`src/rtl/starfield_ctrl_pkg.sv`:
```
// Shared timing defaults, key indices and types for the starfield controller.
package starfield_ctrl_pkg;

  localparam int unsigned H_DISPLAY_DEF  = 256;
  localparam int unsigned H_FRONT_DEF    = 7;
  localparam int unsigned H_SYNC_DEF     = 23;
  localparam int unsigned H_BACK_DEF     = 23;
  localparam int unsigned V_DISPLAY_DEF  = 240;
  localparam int unsigned V_BOTTOM_DEF   = 14;
  localparam int unsigned V_SYNC_DEF     = 3;
  localparam int unsigned V_TOP_DEF      = 5;
  localparam int unsigned DEB_CYCLES_DEF = 16;
  localparam int unsigned SPEED_INIT_DEF = 3;

  // Bit positions of the user keys on the keys bus.
  typedef enum logic [1:0] {
    KEY_UP    = 2'd0,
    KEY_DN    = 2'd1,
    KEY_PAUSE = 2'd2,
    KEY_DIR   = 2'd3
  } key_idx_t;

  typedef logic [2:0] speed_t;

  // Last counter value of a raster axis (H_MAX / V_MAX).
  function automatic int unsigned h_max(input int unsigned disp, input int unsigned front,
                                        input int unsigned sync, input int unsigned back);
    return disp + front + sync + back - 1;
  endfunction

  function automatic int unsigned v_max(input int unsigned disp, input int unsigned bottom,
                                        input int unsigned sync, input int unsigned top);
    return disp + bottom + sync + top - 1;
  endfunction

endpackage

```
`src/rtl/starfield_ctrl_if.sv`:
```
// Key, raster, run-state and pixel signals between the controller and its neighbours.
interface starfield_ctrl_if;
  import starfield_ctrl_pkg::*;

  logic [3:0] keys;
  logic [2:0] rgb_in;
  logic [8:0] hpos;
  logic [8:0] vpos;
  logic       display_on;
  logic       frame_tick;
  logic       step_en;
  logic       dir;
  speed_t     speed;
  logic       paused;
  logic       hsync;
  logic       vsync;
  logic [2:0] rgb;

  modport master (
    input  keys, rgb_in,
    output hpos, vpos, display_on, frame_tick, step_en, dir, speed, paused,
           hsync, vsync, rgb
  );

  modport slave (
    output keys, rgb_in,
    input  hpos, vpos, display_on, frame_tick, step_en, dir, speed, paused,
           hsync, vsync, rgb
  );
endinterface

```
`src/rtl/key_debounce.sv`:
```
// One key: 2-FF synchronizer, stability counter, registered press pulse.
module key_debounce #(
  parameter int unsigned DEB_CYCLES = 16
) (
  input  logic clk,
  input  logic reset,
  input  logic key,
  output logic press
);
  localparam int unsigned CW = (DEB_CYCLES > 1) ? $clog2(DEB_CYCLES) : 1;

  logic          s1, s2;
  logic          level, level_d;
  logic [CW-1:0] cnt;

  // Bring the raw key into the clock domain.
  always_ff @(posedge clk or posedge reset) begin
    if (reset) begin
      s1 <= 1'b0;
      s2 <= 1'b0;
    end else begin
      s1 <= key;
      s2 <= s1;
    end
  end

  // Accept a new level only after DEB_CYCLES consecutive differing samples.
  always_ff @(posedge clk or posedge reset) begin
    if (reset) begin
      level <= 1'b0;
      cnt   <= '0;
    end else if (s2 == level) begin
      cnt <= '0;
    end else if (cnt == CW'(DEB_CYCLES - 1)) begin
      level <= s2;
      cnt   <= '0;
    end else begin
      cnt <= cnt + CW'(1);
    end
  end

  // One-cycle pulse on the debounced rising edge; releases are ignored.
  always_ff @(posedge clk or posedge reset) begin
    if (reset) begin
      level_d <= 1'b0;
      press   <= 1'b0;
    end else begin
      level_d <= level;
      press   <= level & ~level_d;
    end
  end
endmodule

```
`src/rtl/starfield_ctrl.sv`:
```
// Raster timing, key handling, run state and frame-rate stepping for the starfield.
module starfield_ctrl
  import starfield_ctrl_pkg::*;
#(
  parameter int unsigned H_DISPLAY  = H_DISPLAY_DEF,
  parameter int unsigned H_FRONT    = H_FRONT_DEF,
  parameter int unsigned H_SYNC     = H_SYNC_DEF,
  parameter int unsigned H_BACK     = H_BACK_DEF,
  parameter int unsigned V_DISPLAY  = V_DISPLAY_DEF,
  parameter int unsigned V_BOTTOM   = V_BOTTOM_DEF,
  parameter int unsigned V_SYNC     = V_SYNC_DEF,
  parameter int unsigned V_TOP      = V_TOP_DEF,
  parameter int unsigned DEB_CYCLES = DEB_CYCLES_DEF,
  parameter int unsigned SPEED_INIT = SPEED_INIT_DEF
) (
  input logic       clk,
  input logic       reset,
  starfield_ctrl_if.master bus
);
  localparam logic [8:0] HMAX     = 9'(h_max(H_DISPLAY, H_FRONT, H_SYNC, H_BACK));
  localparam logic [8:0] VMAX     = 9'(v_max(V_DISPLAY, V_BOTTOM, V_SYNC, V_TOP));
  localparam logic [8:0] HS_FIRST = 9'(H_DISPLAY + H_FRONT);
  localparam logic [8:0] HS_LAST  = 9'(H_DISPLAY + H_FRONT + H_SYNC - 1);
  localparam logic [8:0] VS_FIRST = 9'(V_DISPLAY + V_BOTTOM);
  localparam logic [8:0] VS_LAST  = 9'(V_DISPLAY + V_BOTTOM + V_SYNC - 1);

  logic [8:0] hpos_q, vpos_q;
  logic       display_on, hsync_dec, vsync_dec, frame_tick, step_en;
  logic [3:0] press;
  speed_t     speed_q;
  logic       dir_q, paused_q;
  logic [2:0] fdiv;
  logic       up, dn;

  // Pixel/line counters; the line advances on the pixel wrap.
  always_ff @(posedge clk or posedge reset) begin
    if (reset) begin
      hpos_q <= '0;
      vpos_q <= '0;
    end else if (hpos_q == HMAX) begin
      hpos_q <= '0;
      vpos_q <= (vpos_q == VMAX) ? '0 : vpos_q + 9'd1;
    end else begin
      hpos_q <= hpos_q + 9'd1;
    end
  end

  // Decodes from the registered counters.
  always_comb begin
    display_on = (hpos_q < 9'(H_DISPLAY)) && (vpos_q < 9'(V_DISPLAY));
    hsync_dec  = (hpos_q >= HS_FIRST) && (hpos_q <= HS_LAST);
    vsync_dec  = (vpos_q >= VS_FIRST) && (vpos_q <= VS_LAST);
    frame_tick = (hpos_q == '0) && (vpos_q == 9'(V_DISPLAY));
    step_en    = frame_tick && !paused_q && (fdiv == '0);
  end

  // Single register stage for all pins keeps sync and pixel aligned.
  always_ff @(posedge clk or posedge reset) begin
    if (reset) begin
      bus.hsync <= 1'b1;
      bus.vsync <= 1'b1;
      bus.rgb   <= '0;
    end else begin
      bus.hsync <= ~hsync_dec;
      bus.vsync <= ~vsync_dec;
      bus.rgb   <= display_on ? bus.rgb_in : '0;
    end
  end

  for (genvar g = 0; g < 4; g++) begin : g_key
    key_debounce #(.DEB_CYCLES(DEB_CYCLES)) u_deb (
      .clk   (clk),
      .reset (reset),
      .key   (bus.keys[g]),
      .press (press[g])
    );
  end

  assign up = press[KEY_UP];
  assign dn = press[KEY_DN];

  // Run state driven by key press events; up+down together cancel.
  always_ff @(posedge clk or posedge reset) begin
    if (reset) begin
      speed_q  <= speed_t'(SPEED_INIT);
      dir_q    <= 1'b0;
      paused_q <= 1'b0;
    end else begin
      if (up && !dn && speed_q != '1) begin
        speed_q <= speed_q + speed_t'(1);
      end else if (dn && !up && speed_q != '0) begin
        speed_q <= speed_q - speed_t'(1);
      end
      if (press[KEY_PAUSE]) paused_q <= ~paused_q;
      if (press[KEY_DIR])   dir_q    <= ~dir_q;
    end
  end

  // Frame divider: one step every 8-speed unpaused frames.
  always_ff @(posedge clk or posedge reset) begin
    if (reset) begin
      fdiv <= '0;
    end else if (frame_tick && !paused_q) begin
      fdiv <= (fdiv == '0) ? 3'd7 - speed_q : fdiv - 3'd1;
    end
  end

  assign bus.hpos       = hpos_q;
  assign bus.vpos       = vpos_q;
  assign bus.display_on = display_on;
  assign bus.frame_tick = frame_tick;
  assign bus.step_en    = step_en;
  assign bus.speed      = speed_q;
  assign bus.dir        = dir_q;
  assign bus.paused     = paused_q;
endmodule
```
`src/flat_wrapper.sv`:
```
// flat-port wrapper written by rule: the top's interface ports become plain ports
module starfield_ctrl_flat import starfield_ctrl_pkg::*;
#(
  parameter int unsigned H_DISPLAY  = H_DISPLAY_DEF,
  parameter int unsigned H_FRONT    = H_FRONT_DEF,
  parameter int unsigned H_SYNC     = H_SYNC_DEF,
  parameter int unsigned H_BACK     = H_BACK_DEF,
  parameter int unsigned V_DISPLAY  = V_DISPLAY_DEF,
  parameter int unsigned V_BOTTOM   = V_BOTTOM_DEF,
  parameter int unsigned V_SYNC     = V_SYNC_DEF,
  parameter int unsigned V_TOP      = V_TOP_DEF,
  parameter int unsigned DEB_CYCLES = DEB_CYCLES_DEF,
  parameter int unsigned SPEED_INIT = SPEED_INIT_DEF
)
  (clk, reset, bus_keys, bus_rgb_in, bus_hpos, bus_vpos, bus_display_on, bus_frame_tick, bus_step_en, bus_dir, bus_speed, bus_paused, bus_hsync, bus_vsync, bus_rgb);
  starfield_ctrl_if bus_i ();
  input logic clk;
  input logic reset;
  input wire logic [$bits(bus_i.keys)-1:0] bus_keys;
  input wire logic [$bits(bus_i.rgb_in)-1:0] bus_rgb_in;
  output wire logic [$bits(bus_i.hpos)-1:0] bus_hpos;
  output wire logic [$bits(bus_i.vpos)-1:0] bus_vpos;
  output wire logic [$bits(bus_i.display_on)-1:0] bus_display_on;
  output wire logic [$bits(bus_i.frame_tick)-1:0] bus_frame_tick;
  output wire logic [$bits(bus_i.step_en)-1:0] bus_step_en;
  output wire logic [$bits(bus_i.dir)-1:0] bus_dir;
  output wire logic [$bits(bus_i.speed)-1:0] bus_speed;
  output wire logic [$bits(bus_i.paused)-1:0] bus_paused;
  output wire logic [$bits(bus_i.hsync)-1:0] bus_hsync;
  output wire logic [$bits(bus_i.vsync)-1:0] bus_vsync;
  output wire logic [$bits(bus_i.rgb)-1:0] bus_rgb;
  assign bus_i.keys = bus_keys;
  assign bus_i.rgb_in = bus_rgb_in;
  assign bus_hpos = bus_i.hpos;
  assign bus_vpos = bus_i.vpos;
  assign bus_display_on = bus_i.display_on;
  assign bus_frame_tick = bus_i.frame_tick;
  assign bus_step_en = bus_i.step_en;
  assign bus_dir = bus_i.dir;
  assign bus_speed = bus_i.speed;
  assign bus_paused = bus_i.paused;
  assign bus_hsync = bus_i.hsync;
  assign bus_vsync = bus_i.vsync;
  assign bus_rgb = bus_i.rgb;
  starfield_ctrl #(.H_DISPLAY(H_DISPLAY), .H_FRONT(H_FRONT), .H_SYNC(H_SYNC), .H_BACK(H_BACK), .V_DISPLAY(V_DISPLAY), .V_BOTTOM(V_BOTTOM), .V_SYNC(V_SYNC), .V_TOP(V_TOP), .DEB_CYCLES(DEB_CYCLES), .SPEED_INIT(SPEED_INIT)) u_core (.clk(clk), .reset(reset), .bus(bus_i));
endmodule
```
`config.mk`:
```
export PLATFORM = sky130hd
export DESIGN_NAME = starfield_ctrl_flat
export DESIGN_NICKNAME = d
export VERILOG_FILES = /design/src/rtl/starfield_ctrl_pkg.sv /design/src/rtl/starfield_ctrl_if.sv /design/src/rtl/key_debounce.sv /design/src/rtl/starfield_ctrl.sv /design/src/flat_wrapper.sv
export SDC_FILE = /design/constraint.sdc
export NUM_CORES = 1
export LEC_CHECK = 0
export ABC_AREA = 1
export BUFFER_PORTS_ARGS = -buffer_cell sky130_fd_sc_hd__buf_4
export CAP_MARGIN = 20
export CORE_AREA = 4 4 82 84
export DETAILED_ROUTE_END_ITERATION = 10
export DIE_AREA = 0 0 86 88
export PLACE_DENSITY = 0.75
export SLEW_MARGIN = 10
export SYNTH_ARGS = -nofsm -noshare
export SYNTH_HDL_FRONTEND = slang
export SYNTH_HIERARCHICAL = 1
export SYNTH_SLANG_ARGS = --single-unit
```
`constraint.sdc`:
```
create_clock -name clk -period 1.55 [get_ports clk]
set_clock_uncertainty 0.1 [all_clocks]
set_input_delay 0.155 -clock clk [delete_from_list [all_inputs] [get_ports clk]]
set_output_delay 0.155 -clock clk [all_outputs]
set_load 0.01 [all_outputs]
```
# Word level (Yosys, flattened, before mapping)
# Cells that the tools add are included.
# W data, S select, Z words.
[word_totals]
mem_bits_ro = 0
latchBits = 0
ram_bits = 0
input_bits = 9
output_inout_bits = 31
ff_bits = 67
mem_count = 0
[op_classes]
bitwise = 16
magnitude_cmp = 6
shift = 0
eq_ne = 12
div_mod_pow = 0
n_addsub = 10
mul = 0
mux = 14
n_reduce_logical = 21
[op_table]
columns = ["cell", "n"]
rows = [
  ["$mux W4", 8],
  ["$add A9 B1 Y9 const B", 2],
  ["$eq A9 B9 Y1 const B", 2],
  ["$le A9 B9 Y1 const B", 2],
  ["$mux W9", 2],
  ["$add A4 B1 Y4 const B", 4],
  ["$eq A4 B4 Y1 const B", 4],
  ["$mux W3", 4],
  ["$not A1 Y1", 12],
  ["$logic_and A1 B1 Y1", 10],
  ["$eq A9 B8 Y1 const B", 1],
  ["$ge A9 B8 Y1 const B", 1],
  ["$ge A9 B9 Y1 const B", 1],
  ["$logic_not A9 Y1", 1],
  ["$lt A9 B8 Y1 const B", 1],
  ["$lt A9 B9 Y1 const B", 1],
  ["$reduce_and A2 Y1", 4],
  ["$sub A3 B1 Y3 const B", 2],
  ["$and A1 B1 Y1", 4],
  ["$eq A1 B1 Y1", 4],
  ["$add A3 B1 Y3 const B", 1],
  ["$logic_not A1 Y1", 3],
  ["$logic_not A3 Y1", 1],
  ["$ne A3 B3 Y1 const B", 1],
  ["other kinds (3)", 3],
]

# Logic depth before layout (Yosys ltp)
[logic_depth]
depth_word = 5
mapped_depth = 10
mapped_depth_nobuf = 10

# Cells and area by module
# The synthesis kept the hierarchy.
[by_module_without_submodules]
columns = ["module", "n_inst", "cells_per_inst", "area_each_um2"]
rows = [
  ["starfield_ctrl", 1, 227, 1739.2],
  ["key_debounce", 4, 32, 335.3],
]

# Least setup slack after synthesis
# No wires, ideal clock.
[synth_path]
path_type = "reg-to-output"
start = "reg u_core.hpos_q[0] (netlist: u_core/bus.hpos[0])"
end = "out bus_step_en"
t_arrival_ns = 1.331
setup_slack_ns = -0.036
n_path_buf = 0
stages_incl_launch_ff = 9
required_time_ns = 1.295
path_cell_list = "dfrtp_1 -> inv_1 -> ha_1 -> inv_1 -> nor2_1 -> nand2_1 -> nor2_1 -> nand3_2 -> nor2_1"
[synth_between]
elab_chain_len = 4
[synth_rtl]
columns = ["item", "line_no", "rtl"]
rows = [
  ["start: declaration", "starfield_ctrl.sv:27", "logic [8:0] hpos_q, vpos_q;"],
  ["start signal: assignment", "starfield_ctrl.sv:44", "hpos_q <= hpos_q + 9'd1;"],
  ["$logic_not A9 Y1", "starfield_ctrl.sv:53", "frame_tick = (hpos_q == '0) && (vpos_q == 9'(V_DISPLAY));"],
  ["$logic_and A1 B1 Y1", "starfield_ctrl.sv:53", ""],
  ["$logic_and A1 B1 Y1 (2 in a row)", "starfield_ctrl.sv:54", "step_en = frame_tick && !paused_q && (fdiv == '0);"],
  ["end: declaration", "flat_wrapper.sv:25", "output wire logic [$bits(bus_i.step_en)-1:0] bus_step_en;"],
]
# Every way passes these cells.

# Worst setup path in the final report
[layout_path]
start = "reg u_core.hpos_q[0] (netlist: u_core/bus.hpos[0])"
end = "out bus_frame_tick"
[layout_between]
elab_chain_len = 2
[layout_rtl]
columns = ["item", "line_no", "rtl"]
rows = [
  ["$logic_not A9 Y1", "starfield_ctrl.sv:53", ""],
  ["$logic_and A1 B1 Y1", "starfield_ctrl.sv:53", ""],
  ["end: declaration", "flat_wrapper.sv:24", "output wire logic [$bits(bus_i.frame_tick)-1:0] bus_frame_tick;"],
]
# Every way passes these cells.

==> results by stage <==
Synth:
- A synthesized cell averages 8.677 um^2.
- The cell count after synthesis came out at 355.
- The number of nets in the synthesized netlist is 377.
- After synthesis the cells add up to 3080 um^2.
- The number of warnings printed during yosys synthesis is 6.
- The netlist uses 24 different library cells.
- The synthesized design contains 67 register bits.
- For this run, the register share of the synthesized area comes to 54.59%.

Run status:
- The checks that failed: negative setup slack.
- The flow ran to the end, but the final reports show violations.

Placement:
- The total placed cells including tap cells is 496.
- The pre-CTS setup slack is -0.08723 ns.
- The routability congestion estimate is 0.8159.
- Input and output buffers added on the ports amount to 39.
- The half-perimeter wire length after detailed placement is 4473 um.

Setup path:
- The worst setup path is captured at a primary output.
- At the worst endpoint, the arrival time is 1.61 ns.
- The number of buffers and inverters on the critical path is 4.
- Of all nets on the critical path, the largest fanout is 2.
- In this design, the stage delay of the slowest critical-path cell is 0.39 ns.
- On the critical path, the stage with the largest delay is an instance of dfrtp_1.
- Walking the worst path, the cells encountered are inv_2 > ha_4 > inv_2 > nor2_2 > nand2_2 > buf_4 > nor4_2 > buf_4.
- The critical path required time is 1.29 ns.
- The sort of element at the start of the critical path is a flip-flop.
- The cell class contributing the biggest share of worst-path delay is buffers and inverters.
- The setup path with the least slack is of type reg -> out.

Pwr:
- The power after layout is 0.003647 W.
- The peak supply drop is 0.6543 mV.
- The static leakage power is 2.215 nW.
- The power density of the placed cells is 853.8 nW/um^2.

Drt:
- Summed over all layers, the routed wires come to 6738 um.
- The violation count after the first detailed-routing iteration is 152.
- The count of nets left with antenna violations once routing finished came out at 0.
- The final routed DRC violation total is 0.
- The vias per cell is 4.953.
- Detailed routing inserted a total of 2645 vias.
- The number of optimization iterations in the first detailed-route pass is 5.
- The average routed wire per standard cell is 12.62 um.

STA:
- Setup repair after global routing could not meet its margin everywhere.
- The worst-case headroom to the max-slew limit is 71.12%.
- The tightest hold margin is 0.2489 ns.
- The number of hold-slack violations in the final timing report came to 0.
- For the pin with the worst max-slew slack, the measured transition is 0.4333 ns.
- The part of the cycle the worst path needs is 120.0%.
- Setup violations remaining at the end of the flow were counted as 9.
- The post-route minimum period is 1.861 ns.
- For this run, the top clock speed supported by timing is 537.4 MHz.
- The setup slack of the critical path after layout is -0.3108 ns.
- The final number of max-transition violations is 0.

Floorplan:
- 40 I/O pins were placed.
- The total area inside the core boundary comes to 5921 um^2.
- Row generation in the floorplan step produced 28 rows.
- The area enclosed by the die boundary is 7568 um^2.
- The chip width is 86 um.
- The initial utilization of the core area, before any placement, comes to 52.03%.
- The die is 88 um tall.

Global route:
- The via count of the first global-routing pass is 2666.
- The remaining global-route overflow is 0.
- The initial antenna violation count is 0.
- Entering global routing, the biggest net connects 32 pins.
- The first global-routing pass estimated 11610 um of wire.
- Global routing used 19.43% of the available tracks across all layers.

CTS:
- The number of clock sinks seen by CTS is 67.
- The number of buffers added by the clock tree synthesis step is 9.
- The maximum root-to-sink buffer count is 2.
- CTS placed an instance of clkbuf_8 at the clock tree root.
- The clock insertion delay at the later pin of the skew report is 0.34 ns.
- The maximum level of the CTS H-tree is 3.
- The clock-pin slew reported for the worst setup and hold paths after clock tree synthesis is 0.08 ns.
- TritonCTS built the clock tree.

Layout:
- In the layout the commonest cells are 71 x buf_4, 67 x nand2_1, 63 x dfrtp_1.
- The count of cells in the finished layout, fillers not included, comes to 534.
- The most common cell after layout, fill and taps aside is buf_4.
- After the last flow step, the layout net total stands at 476.
- The synthesis-to-layout area growth is 38.67%.
- Of the cells placed in the final design, the portion with a size suffix greater than 1 is 31.37%.
- 0 antenna diodes ended up in the layout.

Min path:
- The class of the tightest hold or removal check is in -> async.

Run:
- The number of max-capacitance violations reported is 0.
==> routing by layer <==
| metal | global-route usage (%) | wire, um | vias to the layer above |
|---|---|---|---|
| met4 | 7.050 | 80 | 0 |
| li1 | - | - | 1314 |
| met2 | 34.62 | 3515 | 58 |
| met5 | 0 | 0 | - |
| met1 | 23.62 | 2833 | 1262 |
| met3 | 3.481 | 307 | 11 |
==> where the power goes <==
group          internal, W  total (W)  leakage (nW)  switching, W
Clock             0.000916    0.00161         0.106      0.000694
Combinational    0.0000896   0.000200          1.24      0.000111
Sequential         0.00180    0.00184         0.871     0.0000386
==> area by class of cell <==
cell class                      count  area (um^2)
Clock buffer                        9        123.9
Clock inverter                      7        101.3
Fill cell                         435         1649
Inverter                           61        234.0
Multi-Input combinational cell    226         1289
Sequential cell                    67         1682
Tap cell                           75        93.84
Timing Repair Buffer               89        748.2
==> flip-flops by register name, summed over array words and instances, names as in the netlist <==
| name | cells |
|---|---|
| u_core/g_key.u_deb/s1 | 4 |
| u_core/g_key.u_deb/press | 4 |
| u_core/bus.vpos | 9 |
| u_core/bus.hsync | 1 |
| u_core/g_key.u_deb/s2 | 4 |
| u_core/bus.vsync | 1 |
| u_core/g_key.u_deb/level_d | 4 |
| u_core/g_key.u_deb/level | 4 |
| u_core/g_key.u_deb/cnt | 16 |
| u_core/fdiv | 3 |
| u_core/bus.speed | 3 |
| u_core/bus.dir | 1 |
| u_core/bus.hpos | 9 |
| u_core/bus.paused | 1 |
| u_core/bus.rgb | 3 |
==> logic make-up after synthesis <==
| group | synth area share, % |
|---|---|
| adder cells (fa/ha/maj) | 5.524 |
| XOR/XNOR | 2.559 |
| flip-flops | 54.59 |
| AO/OA/AOI/OAI | 3.249 |
| AND/OR/NAND/NOR | 26.28 |
| buffers and inverters | 7.799 |
==> worst register-to-register path: stages, from the launching register on <==
cell and delay, ns:
dfrtp_1 0.39, inv_2 0.09, ha_4 0.14, inv_2 0.03, nor2_2 0.08, nand2_2 0.08, nor2_4 0.13, buf_4 0.13
buf_6 0.09, buf_6 0.08, buf_6 0.07, nand4_1 0.08, nand2_1 0.09, inv_1 0.04
==> final timing paths <==
kind                                                    start                                       to  slack, ns  depth (start not counted)
setup / recovery                 u_core/bus.hpos[0]$_DFF_PP0_                           bus_frame_tick      -0.31                          8
hold / removal                                          reset  u_core/g_key[0].u_deb/level_d$_DFF_PP0_       0.25                          3
setup reg to reg                 u_core/bus.hpos[0]$_DFF_PP0_               u_core/fdiv[0]$_DFFE_PP0P_      -0.16                         13
hold reg to reg            u_core/g_key[2].u_deb/s1$_DFF_PP0_       u_core/g_key[2].u_deb/s2$_DFF_PP0_       0.25                          0
max in group asynchronous                               reset          u_core/bus.speed[0]$_DFFE_PP1P_       0.60                          4
min in group clk           u_core/g_key[2].u_deb/s1$_DFF_PP0_       u_core/g_key[2].u_deb/s2$_DFF_PP0_       0.25                          0
==> per-stage QoR <==
stage	utilization (%)	setup TNS (ns)	area (um^2)
2_1_floorplan	-	0	3088
3_3_place_gp	62.26	-0.1655	3686
3_5_place_dp	62.26	-0.2344	3686
4_1_cts	70.33	-1.086	4164
5_1_grt	72.15	-2.052	4272
6_report	72.15	-0.8956	4272
==> cells in the mapped netlist, drive strengths merged <==
| library cell | instances | area share, % |
|---|---|---|
| a21oi | 3 | 0.49 |
| ha | 12 | 4.9 |
| buf | 1 | 0.37 |
| o21ai | 17 | 2.8 |
| nor2 | 55 | 7.1 |
| nand3 | 32 | 5.4 |
| nor3 | 4 | 0.65 |
| nand4 | 12 | 2.6 |
| xor2 | 5 | 1.4 |
| dfrtp | 63 | 51 |
| fa | 1 | 0.65 |
| dfstp | 4 | 3.4 |
| xnor2 | 4 | 1.1 |
| or2 | 1 | 0.20 |
| nor4 | 2 | 0.41 |
| nand2 | 78 | 9.9 |
| inv | 61 | 7.4 |
==> timing repair <==
item | 4_1_cts | 5_1_grt
cloned | 0 | 1
pin swaps | 9 | 12
hold buffers | 8 | 0
gates resized for setup | 25 | 28
buffers inserted | 13 | 7
endpoints found under the hold margin | 70 | 0
endpoints found under the setup margin | 6 | 17
(Power assumes the default switching activity.)
